<file path="src/rtl/axi_ad9371_rx_os_capture_ctrl.sv">
// axi_ad9371_rx_os_capture_ctrl
//
// Capture sequencer for the AD9371 observation-receiver path. Arms on a
// command, optionally waits for a trigger, forwards exactly the latched
// number of valid 64-bit I/Q words to the DMA, then stops in DONE until
// re-armed or aborted.
//
// Ports:
//   adc_os_clk, adc_os_rst    clock, asynchronous active-high reset
//   cfg_arm, cfg_abort        single-cycle arm / abort requests
//   cfg_length, cfg_trig_mode capture length and trigger mode (latched on arm)
//   trig_in                   trigger, synchronous to adc_os_clk
//   adc_os_valid/data/dovf    channel sample stream and DMA overflow
//   dma_valid, dma_data       registered forwarded samples
//   status_*                  busy, done, sticky overflow/timeout, count
//
// Optional feature: define AD9371_RX_OS_CAPTURE_TIMEOUT_EN to abandon a
// trigger wait after TIMEOUT_CYCLES cycles (sets status_timeout). Without
// it WAIT_TRIG waits indefinitely and status_timeout is tied low.
//
// state     | meaning
// ----------+-----------------------------------------------
// IDLE      | not armed; waiting for an arm with length != 0
// WAIT_TRIG | armed; waiting for rising edge or high level
// CAPTURE   | forwarding valid samples until count == length
// DONE      | capture complete; holds until arm or abort

module axi_ad9371_rx_os_capture_ctrl #(
  parameter int LENGTH_WIDTH   = 16,
  parameter int TIMEOUT_CYCLES = 65535
) (
  input  logic                    adc_os_clk,
  input  logic                    adc_os_rst,
  input  logic                    cfg_arm,
  input  logic                    cfg_abort,
  input  logic [LENGTH_WIDTH-1:0] cfg_length,
  input  logic [1:0]              cfg_trig_mode,
  input  logic                    trig_in,
  input  logic                    adc_os_valid,
  input  logic [63:0]             adc_os_data,
  input  logic                    adc_os_dovf,
  output logic                    dma_valid,
  output logic [63:0]             dma_data,
  output logic                    status_busy,
  output logic                    status_done,
  output logic                    status_ovf,
  output logic                    status_timeout,
  output logic [LENGTH_WIDTH-1:0] status_count
);

  typedef enum logic [1:0] {
    ST_IDLE      = 2'd0,
    ST_WAIT_TRIG = 2'd1,
    ST_CAPTURE   = 2'd2,
    ST_DONE      = 2'd3
  } state_t;

  state_t                  r_state;
  logic [LENGTH_WIDTH-1:0] r_len;
  logic [LENGTH_WIDTH-1:0] r_count;
  logic [1:0]              r_mode;
  logic                    r_trig_d;
  logic                    r_ovf;
  logic                    r_dma_valid;
  logic [63:0]             r_dma_data;

  logic w_trig_rise;
  logic w_arm_ok;
  logic w_arm_imm;
  logic w_arm_trig;
  logic w_wait_trig;
  logic w_last;

`ifdef AD9371_RX_OS_CAPTURE_TIMEOUT_EN
  // Down-counter: loaded on entry to WAIT_TRIG, terminal count at zero,
  // so WAIT_TRIG lasts exactly TIMEOUT_CYCLES cycles without a trigger.
  localparam int TW = (TIMEOUT_CYCLES > 1) ? $clog2(TIMEOUT_CYCLES) : 1;
  logic [TW-1:0] r_wait;
  logic          r_timeout;
`endif

  assign w_trig_rise = trig_in & ~r_trig_d;

  // Modes 00 and 11 are both immediate.
  assign w_arm_imm  = (cfg_trig_mode[0] == cfg_trig_mode[1]);
  // A trigger already qualifying on the arm cycle skips WAIT_TRIG so that a
  // held level starts CAPTURE the cycle after arm. A level held before arm
  // never shows a rising edge because trig_d tracks it in every state.
  assign w_arm_trig = ((cfg_trig_mode == 2'b01) & w_trig_rise) |
                      ((cfg_trig_mode == 2'b10) & trig_in);
  assign w_wait_trig = ((r_mode == 2'b01) & w_trig_rise) |
                       ((r_mode == 2'b10) & trig_in);

  assign w_arm_ok = cfg_arm && (cfg_length != '0) &&
                    ((r_state == ST_IDLE) || (r_state == ST_DONE));

  // count < length always holds in CAPTURE, so count+1 cannot wrap.
  assign w_last = ((r_count + LENGTH_WIDTH'(1)) == r_len);

  always_ff @(posedge adc_os_clk or posedge adc_os_rst) begin
    if (adc_os_rst) begin
      r_state     <= ST_IDLE;
      r_len       <= '0;
      r_count     <= '0;
      r_mode      <= 2'b00;
      r_trig_d    <= 1'b0;
      r_ovf       <= 1'b0;
      r_dma_valid <= 1'b0;
      r_dma_data  <= '0;
`ifdef AD9371_RX_OS_CAPTURE_TIMEOUT_EN
      r_wait      <= '0;
      r_timeout   <= 1'b0;
`endif
    end else begin
      r_trig_d    <= trig_in;
      r_dma_valid <= 1'b0;
      if (cfg_abort) begin
        // Abort overrides any simultaneous arm; count and flags are kept.
        r_state <= ST_IDLE;
      end else begin
        case (r_state)
          ST_IDLE, ST_DONE: begin
            if (w_arm_ok) begin
              r_len   <= cfg_length;
              r_mode  <= cfg_trig_mode;
              r_count <= '0;
              r_ovf   <= 1'b0;
`ifdef AD9371_RX_OS_CAPTURE_TIMEOUT_EN
              r_timeout <= 1'b0;
              r_wait    <= TW'(TIMEOUT_CYCLES - 1);
`endif
              if (w_arm_imm || w_arm_trig) begin
                r_state <= ST_CAPTURE;
              end else begin
                r_state <= ST_WAIT_TRIG;
              end
            end
          end
          ST_WAIT_TRIG: begin
            // Samples arriving while waiting are dropped.
            if (w_wait_trig) begin
              r_state <= ST_CAPTURE;
            end
`ifdef AD9371_RX_OS_CAPTURE_TIMEOUT_EN
            else if (r_wait == '0) begin
              r_state   <= ST_IDLE;
              r_timeout <= 1'b1;
            end else begin
              r_wait <= r_wait - TW'(1);
            end
`endif
          end
          ST_CAPTURE: begin
            if (adc_os_dovf) begin
              r_ovf <= 1'b1;
            end
            if (adc_os_valid) begin
              r_dma_valid <= 1'b1;
              r_dma_data  <= adc_os_data;
              r_count     <= r_count + LENGTH_WIDTH'(1);
              if (w_last) begin
                r_state <= ST_DONE;
              end
            end
          end
          default: r_state <= ST_IDLE;
        endcase
      end
    end
  end

  assign dma_valid    = r_dma_valid;
  assign dma_data     = r_dma_data;
  assign status_busy  = (r_state == ST_WAIT_TRIG) || (r_state == ST_CAPTURE);
  assign status_done  = (r_state == ST_DONE);
  assign status_ovf   = r_ovf;
  assign status_count = r_count;
`ifdef AD9371_RX_OS_CAPTURE_TIMEOUT_EN
  assign status_timeout = r_timeout;
`else
  assign status_timeout = 1'b0;
`endif

endmodule

</file>
<file path="config.mk">
export PLATFORM = sky130hd
export DESIGN_NAME = axi_ad9371_rx_os_capture_ctrl
export DESIGN_NICKNAME = d
export VERILOG_FILES = /design/src/rtl/axi_ad9371_rx_os_capture_ctrl.sv
export SDC_FILE = /design/constraint.sdc
export NUM_CORES = 1
export LEC_CHECK = 0
export ABC_AREA = 1
export CORE_AREA = 3 3 109 111
export DETAILED_ROUTE_END_ITERATION = 10
export DIE_AREA = 0 0 112 114
export HOLD_SLACK_MARGIN = 0.1
export PLACE_DENSITY_LB_ADDON = 0.12
export SLEW_MARGIN = 0
export SYNTH_ARGS = -nofsm -noshare
export SYNTH_HDL_FRONTEND = slang
export SYNTH_SLANG_ARGS = --single-unit
</file>
<file path="constraint.sdc">
create_clock -name adc_os_clk -period 3.3 [get_ports adc_os_clk]
set_input_delay 0.33 -clock adc_os_clk [delete_from_list [all_inputs] [get_ports adc_os_clk]]
set_output_delay 0.33 -clock adc_os_clk [all_outputs]
set_load 0.005 [all_outputs]
</file>
After elaboration in Yosys (flattened, before gate mapping)
Index checks and enable logic that the tools add are counted.
{ "word_totals": {"regBits": 103, "latch_bits": 0, "mem_bits_rw": 0, "mem_bits_ro": 0, "input_bits": 89, "out_inout_bits": 85, "wordCells": 64, "n_memories": 0} }
{ "op_classes": {"addsub": 1, "mul": 0, "div_mod_pow": 0, "order_cmp": 0, "n_eq_ne": 16, "shift": 0, "mux": 16, "bitwise_logic": 9, "n_reduce_logical": 14} }
{ "op_table": {"columns": ["operator", "n"], "rows": [
  ["two-way mux 16 bit", 2],
  ["case mux 16 bit (2 select lines)", 1],
  ["adder 16 x 1 -> 16 bit, second input constant", 1],
  ["equality test 16 bit", 1],
  ["nonzero test 16 bit", 1],
  ["two-way mux 2 bit", 6],
  ["inequality test 3 bit, second input constant", 4],
  ["AND reduction 4 bit", 3],
  ["equality test 2 bit, second input constant", 4],
  ["equality test 2 x 1 -> 1 bit, second input constant", 3],
  ["inequality test 2 bit, second input constant", 3],
  ["case mux 2 bit (3 select lines)", 1],
  ["AND reduction 3 bit", 2],
  ["AND 1 bit", 5],
  ["two-way mux 1 bit", 5],
  ["logical OR 1 bit", 3],
  ["logical AND 1 bit", 2],
  ["logical NOT 2 bit", 1],
  ["inverter 1 bit", 2],
  ["bitwise OR 1 bit", 2],
  ["case mux 1 bit (2 select lines)", 1],
  ["nonzero test 2 bit", 1],
  ["OR reduction 2 bit", 1],
  ["equality test 1 bit", 1]
]} }

Depth between registers and ports, before layout
Gate-level depths: netlist of run 1.
{ "logic_depth": {"ltp_word": 9, "mapped_depth": 16, "ltp_nobuf": 16} }

Worst setup path before layout of run 1
No wires, ideal clock.
{ "synth_timing": {"path_kind": "register -> register", "start": "register r_count[0] (netlist: status_count[0])", "end": "register r_state[0]", "setup_time_ns": 0.117, "arrival_time_ns": 1.616, "required_ns": 3.183, "slack_ns": 1.567, "stages_incl_launch_ff": 16, "path_buffers": 0, "synth_period_minus_slack_ns": 1.733, "cell_sequence": "dfrtp_1 -> ha_1 -> nand2_2 -> inv_2 -> nand2_2 -> nor2_4 -> nand2_1 -> nand3_1 -> nand2_1 -> nand3b_1 -> nor2_1 -> nand2_1 -> nand2_2 -> nand2_2 -> nand2_1 -> nand2_1"} }
{ "synth_via": {"elab_chain_cells": 4} }
{ "synth_rtl": {"columns": ["item", "line_no", "rtl"], "rows": [
  ["start, declared", "60", "logic [LENGTH_WIDTH-1:0] r_count;"],
  ["start signal, assigned", "160", "r_count <= r_count + LENGTH_WIDTH'(1);"],
  ["adder 16 x 1 -> 16 bit", "98", "assign w_last = ((r_count + LENGTH_WIDTH'(1)) == r_len);"],
  ["equality test 16 bit", "98", null],
  ["inequality test 3 bit (no source line)", null, null],
  ["AND reduction 4 bit (no source line)", null, null],
  ["end signal, assigned", "102", "r_state <= ST_IDLE;"],
  ["end signal, assigned", "119", "r_state <= ST_IDLE;"],
  ["end signal, assigned", "133", "r_state <= ST_CAPTURE;"],
  ["end, declared", "58", "state_t r_state;"]
]} }
No other way between the ends.
A chain may end at the register's enable or synchronous reset.

Worst setup path after layout of run 1
{ "layout_timing": {"start": "register r_state[0]", "end": "register r_count[14] (netlist: status_count[14])"} }
{ "layout_via": {"elab_chain_cells": 5, "elab_cells_between_ends": 11, "classes_between": "4 x eq/ne; 1 x mux; 6 x reduce/logical"} }
{ "layout_rtl": {"columns": ["item", "line_no", "rtl"], "rows": [
  ["equality test 2 bit / logical NOT 2 bit (equally long branches)", "95, 121", null],
  ["logical OR 1 bit", "95", "((r_state == ST_IDLE) || (r_state == ST_DONE));"],
  ["logical AND 1 bit", "94", "assign w_arm_ok = cfg_arm && (cfg_length != '0) &&"],
  ["inequality test 2 bit (no source line)", null, null],
  ["AND reduction 4 bit (no source line)", null, null]
]} }
Several ways; a longest one is shown, not always the timed one.

==> metrics.md, run 1 <==
| Metric | Value |
|---|---|
| Vias post-DR | `approximately 4.6k` |
| Cell Count, Final, Fillers Out | `945` |
| Critical path peak fanout | `18` |
| Seq/Total Area, Yosys | `52.7%` |
| Core Rows | `38` |
| Outcome | `finished, final reports clean` |
| RSZ-0062 raised after global routing | `false` |
| Post-Syn Area | `0.00489 mm²` |
| Leakage | `0.00348 µW` |
| Global route total overflow | `0` |
| Yosys Warn Count | `0` |
| Hold buffers post-CTS | `0` |
| Mean post-synth cell area | `7.72 µm²` |
| Most frequent CP cell | `nand2_1` |
| Uppermost layer routed | `met4` |
| Met1 WL | `roughly 5200 µm` |
| Die height | `114 µm` |
| Cts bufs inserted | `9` |
| First-pass GRT wire length | `approximately 22000 µm` |
| Count of pins over their slew limit | `0` |
| Final setup viols | `0` |
| Die area | `0.0128 mm²` |
| WL/cell | `14.1 µm` |
| Starting density of the core | `44.9%` |
| Detailed router's first-iteration violation count | `251` |
| Post-placement cell count | `around 930` |
| Antenna Nets Post-Route | `0` |
| Commonest non-fill, non-tap cell in the layout | `nand2_1` |
| Most frequent cells in the layout | `nand2_1 (328), clkdlybuf4s50_1 (172), dfrtp_1 (103)` |
| Max Clk Rate | `412 MHz` |
| PortBufs | `172` |
| Htree depth | `3` |
| Worst-skew pair later-pin latency | `~0.38 ns` |
| Pwr per Cell Area | `691 mW/mm²` |
| Clock Sinks | `103` |
| Pre-CTS WS | `about 0.63 ns` |
| Multi-input logic area | `0.00202 mm²` |
| Max_cap viols | `0` |
| Register area | `0.00258 mm²` |
| Netlist cell types | `28` |
| Fin crit period | `2.43 ns` |
| Setup bufs post-CTS | `0` |
| TNS Setup | `0 ns` |
| Avg Vias per Cell | `roughly 4.9` |
| Total Wirelength | `13300 µm` |
| Worst-Margin Slew | `0.773 ns` |
| Initial antenna violation count | `0` |
| Syn Inst Count | `around 630` |
| Crit path cell chain | `inv_1 -> ha_1 -> inv_1 -> nand2_1 -> o21ai_1 -> o211ai_2 -> nor2_2 -> nand2_1 -> nand2_1` |
| Fillers | `966` |
| Crit end category | `register` |
| Inserted Diodes | `0` |
| Area growth syn-to-layout | `42.2%` |
| Nets | `895` |
| PostCTS Resize Cnt | `0` |
| Fin Hold WS | `0.326 ns` |
| Arrival time of the worst setup path | `2.75 ns` |
| Critical Path Max Stage Delay | `0.66 ns` |
| WS Path Type | `register to register` |
| Post-DP HPWL | `10000 µm` |
| Largest net degree at the start of global routing | `67` |
| DR WL met2 | `6450 µm` |
| DRC violation count after routing | `0` |
| CTS Root Cell | `clkbuf_8` |
| Critical path's slowest cell | `nor2_2` |
| Core box area | `0.0109 mm²` |
| Final worst setup slack | `0.872 ns` |
| GRT Util Overall | `21.6%` |
| Relative slew slack | `48.3%` |
| Final GP Congestion | `0.908` |
| Clock tree buffer depth | `2` |
| Register bit total from synthesis | `103` |
| Fin crit share | `73.6%` |
| Critical path required time | `3.62 ns` |
| Tot Pwr | `4800 µW` |
| Critical Path Source Type | `register` |
| Final Hold Vio Count | `0` |
| Layout cells sized above 1 | `5.59%` |
| Post-Syn Nets | `728` |
| CTS tree | `built` |
| I/O pin cnt | `174` |
| WL met3 | `~1100 µm` |
| Worst-path clk slew | `0.10 ns` |
| Vias in the first global route | `4691` |
| Die boundary width | `112 µm` |
| Setup Skew | `slightly below 0.007 ns` |
| Number of detailed-route iterations in the first pass | `5` |
| Peak VDD IR | `0.000531 V` |
| Hold Crit Class | `primary input to asynchronous set/reset pin` |
[final timing paths]
| kind | start | end | slack [ns] | cells past startpoint |
|---|---|---|---|---|
| max | r_state[0]$_DFFE_PP0P_ | status_count[14]$_DFFE_PP0P_ | 0.87 | 9 |
| min in group adc_os_clk | adc_os_data[57] | dma_data[57]$_DFFE_PP0P_ | 0.47 | 3 |
| max in group asynchronous | adc_os_rst | dma_data[27]$_DFFE_PP0P_ | 2.27 | 3 |
| min | adc_os_rst | status_count[12]$_DFFE_PP0P_ | 0.33 | 2 |
| max reg2reg | r_state[0]$_DFFE_PP0P_ | status_count[14]$_DFFE_PP0P_ | 0.87 | 9 |
| min reg2reg | dma_data[59]$_DFFE_PP0P_ | dma_data[59]$_DFFE_PP0P_ | 0.48 | 2 |
[final cells by class]
class,count,share of cell area (%)
clock buffers,14,2.63
multi-input cells,455,29.0
clock inverters,2,0.180
well taps,140,2.52
flip-flops and latches,103,37.1
repair buffers,176,25.6
inverters,55,3.01
[critical path, delay by kind of cell (launching register included)]
kind,cells,cell delay (ns)
DFF,1,0.41
AOI/OAI and AO/OA,2,0.51
and+or+nand+nor,4,0.96
buffers and inverters,2,0.20
adders and majority gates,1,0.28
[cells in the mapped netlist]
| library cell | number | area (µm²) |
|---|---|---|
| nand2_1 | 329 | 1230 |
| inv_1 | 53 | 199 |
| nand3b_1 | 8 | 60.1 |
| o21ai_1 | 3 | 15.0 |
| inv_2 | 2 | 7.51 |
| nor2_2 | 3 | 18.8 |
| o211ai_2 | 1 | 12.5 |
| buf_2 | 6 | 30.0 |
| nor2_1 | 26 | 97.6 |
| conb_1 | 1 | 3.75 |
| a21oi_1 | 4 | 20.0 |
| xor2_1 | 1 | 8.76 |
| nand4_1 | 11 | 68.8 |
| buf_4 | 2 | 15.0 |
| and3_1 | 1 | 6.26 |
| xnor2_1 | 1 | 8.76 |
| clkbuf_1 | 12 | 45.0 |
| nand3_1 | 26 | 130 |
| mux2_2 | 5 | 56.3 |
| nor4_1 | 2 | 12.5 |
| ha_1 | 6 | 75.1 |
| o21bai_1 | 1 | 7.51 |
| a31oi_1 | 2 | 12.5 |
| nor2_4 | 5 | 56.3 |
| o21ai_0 | 12 | 60.1 |
| nand2_2 | 6 | 37.5 |
| dfrtp_1 | 103 | 2580 |
| nand2_4 | 1 | 11.3 |
[power breakdown]
group / total, µW / switching [µW] / internal (µW)
combinational: 1940 / 834 / 1110
clock: 788 / 431 / 357
sequential: 2070 / 311 / 1760
total: 4800 / 1580 / 3220
[stage by stage]
| step | util, % | cell area (µm²) |
|---|---|---|
| 3_5_place_dp | 62.0 | 6760 |
| 2_1_floorplan | - | 4890 |
| 5_1_grt | 63.8 | 6950 |
| 3_3_place_gp | 62.0 | 6760 |
| 6_report | 63.8 | 6950 |
| 4_1_cts | 63.8 | 6950 |
[metal layers]
layer / global-route usage [%] / up-vias
met3: 7.59 / 32
met1: 25.7 / 2147
met2: 34.9 / 146
met4: 10.7 / 0
li1: - / 2267
met5: 0 / -
[flip-flops by register name (all words and copies together) (netlist names)]
| signal | cells |
|---|---|
| r_mode | 2 |
| r_trig_d | 1 |
| status_count | 16 |
| dma_data | 64 |
| r_len | 16 |
| dma_valid | 1 |
| status_ovf | 1 |
| r_state | 2 |
[logic make-up after synthesis]
group                    count (synthesis)  share of synthesized area (%)
other                                    1                         0.0767
multiplexers                             5                           1.15
XOR/XNOR                                 2                          0.358
buffers and inverters                   75                           6.07
adder cells (fa/ha/maj)                  6                           1.54
AND/OR/NAND/NOR                        418                           35.5
AO/OA/AOI/OAI                           23                           2.61
flip-flops                             103                           52.7
Note: power is estimated with default switching activity, not from simulation.
==> run 2: changes to the inputs <==
==> constraint.sdc (replaced) <==
create_clock -name adc_os_clk -period 2.35 [get_ports adc_os_clk]
set_input_delay 0.235 -clock adc_os_clk [delete_from_list [all_inputs] [get_ports adc_os_clk]]
set_output_delay 0.235 -clock adc_os_clk [all_outputs]
set_load 0.005 [all_outputs]
==> run 2 against run 1 <==
Compared with the run above: worst hold slack lost 0.0021 ns; utilization grew 0.41 points; combinational power grew 42%; clock skew grew 0.0026 ns; count of clock-buffer cells in the layout shrank 4; first-iteration DRC count grew 34%; wire length grew 2.8%; total power grew 42%; cell area grew 0.65%; critical path depth grew 6; setup slack lost 0.62 ns; die area is the same; critical path type unchanged; largest power group unchanged.
==> metrics.md, run 2 (same netlist as run 1, synthesis figures left out) <==
| Metric | Value |
|---|---|
| Outcome | `finished, final reports clean` |
| Critical path peak fanout | `6` |
| WL/cell | `14.4 µm` |
| Net switching power | `roughly 2300 µW` |
| Vias post-DR | `4541` |
| Crit path cell chain | `ha_1 -> nand2_2 -> nor2_4 -> nand2_1 -> nand2_1 -> nand2_1 -> nand2_1 -> nand2_1 -> nand3b_1 -> nor2_1 -> nand2_1 -> nand2_2 -> nand2_2 -> nand2_1 -> nand2_1` |
| Count of pins over their slew limit | `0` |
| Worst setup path startpoint | `status_count[0]$_DFFE_PP0P_` |
| PostCTS Resize Cnt | `0` |
| Register area | `0.00258 mm²` |
| First-pass GRT wire length | `between 20000 and 25000 µm` |
| Total Wirelength | `13600 µm` |
| Hold buffers post-CTS | `0` |
| I/O pin cnt | `174` |
| Fillers | `960` |
| Sw frac | `between 30 and 40%` |
| Critical path's slowest cell | `dfrtp_1` |
| Antenna Nets Post-Route | `0` |
| Peak VDD IR | `0.000626 V` |
| Core box area | `0.0109 mm²` |
| Top delay family on crit path | `simple AND/OR/NAND/NOR gates` |
| Core Rows | `38` |
| Pwr per Cell Area | `approximately 980 mW/mm²` |
| Int Power | `4570 µW` |
| Critical path required time | `2.63 ns` |
| Worst-path clk slew | `0.10 ns` |
| Worst-Margin Slew | `0.655 ns` |
| TNS Setup | `0 ns` |
| Avg Vias per Cell | `4.79` |
| Most frequent CP cell | `nand2_1` |
| Number of detailed-route iterations in the first pass | `6` |
| Gate power share | `40.4%` |
| Worst-skew pair later-pin latency | `0.37 ns` |
| CTS Root Cell | `clkbuf_8` |
| Sequential share of power | `42.8%` |
| Met1 Track Usage GR | `25.3%` |
| Layout cells sized above 1 | `6.06%` |
| Final GP Congestion | `~0.91` |
| Met3 Use GR | `under 10%` |
| Commonest non-fill, non-tap cell in the layout | `nand2_1` |
| FF-to-FF Start | `status_count[0]$_DFFE_PP0P_` |
| Die boundary width | `between 100 and 150 µm` |
| CP bufs+invs | `0` |
| Die area | `0.0128 mm²` |
| PortBufs | `172` |
| FF-to-FF path depth | `15` |
| Detailed router's first-iteration violation count | `337` |
| Nets | `898` |
| Arrival time of the worst setup path | `2.38 ns` |
| Cts bufs inserted | `9` |
| RSZ-0062 raised after global routing | `false` |
| Reg-to-reg endpoint | `r_state[0]$_DFFE_PP0P_` |
| Most frequent cells in the layout | `nand2_1 (328), clkdlybuf4s50_1 (172), dfrtp_1 (103)` |
| DRC violation count after routing | `0` |
| Setup Skew | `0.00953 ns` |
| Final setup viols | `0` |
| Multi-input logic area | `0.00202 mm²` |
| CTS tree | `built` |
| Clock tree buffer depth | `2` |
| Clock Sinks | `103` |
| Crit path depth | `15` |
| WS Path Type | `register to register` |
| Critical Path Max Stage Delay | `0.47 ns` |
| Crit end category | `register` |
| Critical Path Source Type | `register` |
| Largest net degree at the start of global routing | `68` |
| Fin crit share | `89.4%` |
| GRT met2 Usage | `37.2%` |
| Initial antenna violation count | `0` |
| GRT Util Overall | `21.6%` |
| Die height | `114 µm` |
| Leakage | `0.00350 µW` |
| Htree depth | `3` |
| Starting density of the core | `44.9%` |
| Inserted Diodes | `0` |
| R2r setup slk | `0.25 ns` |
| Final Hold Vio Count | `0` |
| Area growth syn-to-layout | `43.1%` |
| Max_cap viols | `0` |
| Grt peak-use layer | `met2` |
| Vias in the first global route | `4621` |
| Relative slew slack | `56.3%` |
| Global route total overflow | `0` |
| Fin crit period | `2.10 ns` |
| Tot Pwr | `6830 µW` |
| Hold Crit Class | `primary input to asynchronous set/reset pin` |
| Setup bufs post-CTS | `0` |
| Post-DP HPWL | `10200 µm` |
| Largest register FFs | `64` |
| Critical Path End | `r_state[0]$_DFFE_PP0P_` |
| Clk pwr share | `16.8%` |
| Max Clk Rate | `476 MHz` |
[run 2: layout make-up]
cell class,instances,area share [%]
Clock buffer,10,1.97
Clock inverter,6,0.948
Inverter,55,3.00
Multi-Input combinational cell,455,28.8
Sequential cell,103,36.8
Tap cell,140,2.50
Timing Repair Buffer,179,25.9
[run 2: worst min-delay path by stage]
stage / slack (ns) / depth (start not counted) / to
2_1_floorplan: 0.27 / 0 / r_trig_d$_DFF_PP0_
3_3_place_gp: 0.46 / 2 / dma_data[5]$_DFFE_PP0P_
3_5_place_dp: 0.46 / 2 / dma_data[54]$_DFFE_PP0P_
4_1_cts: 0.31 / 3 / r_trig_d$_DFF_PP0_
5_1_grt: 0.33 / 3 / r_state[1]$_DFFE_PP0P_
6_report: 0.32 / 3 / r_state[1]$_DFFE_PP0P_
[run 2: power by group through the flow]
stage | Clock (µW) | Sequential, µW | Combinational (µW)
2_1_floorplan | 0 | 2910 | 1120
3_3_place_gp | 0 | 2900 | 2750
3_5_place_dp | 0 | 2930 | 2780
4_1_cts | 1200 | 2920 | 2800
5_1_grt | 1260 | 3010 | 3070
6_report | 1150 | 2920 | 2760
[run 2: metrics by stage]
stage               instance area (µm²)  util (%)  cells  setup WS (ns)  hold slack (ns)
CTS                                7000      64.2    948          0.228            0.310
global route                       7000      64.2    948         0.0227            0.333
floorplan                          4890         -    633          0.617            0.266
detailed placement                 6790      62.4    932          0.121            0.464
global placement                   6790      62.4    932          0.157            0.460
finish                             7000      64.2    948          0.248            0.324
[run 2: tightest hold or removal path, stage by stage]
cell             delay [ns]
clkdlybuf4s50_1        0.44
clkinvlp_4             0.10
buf_12                 0.32
[run 2: layer usage]
metal	vias to the layer above	part of all wire, %
li1	2274	-
met1	2110	40
met2	145	50
met3	12	8.0
met4	0	1.4
met5	-	0
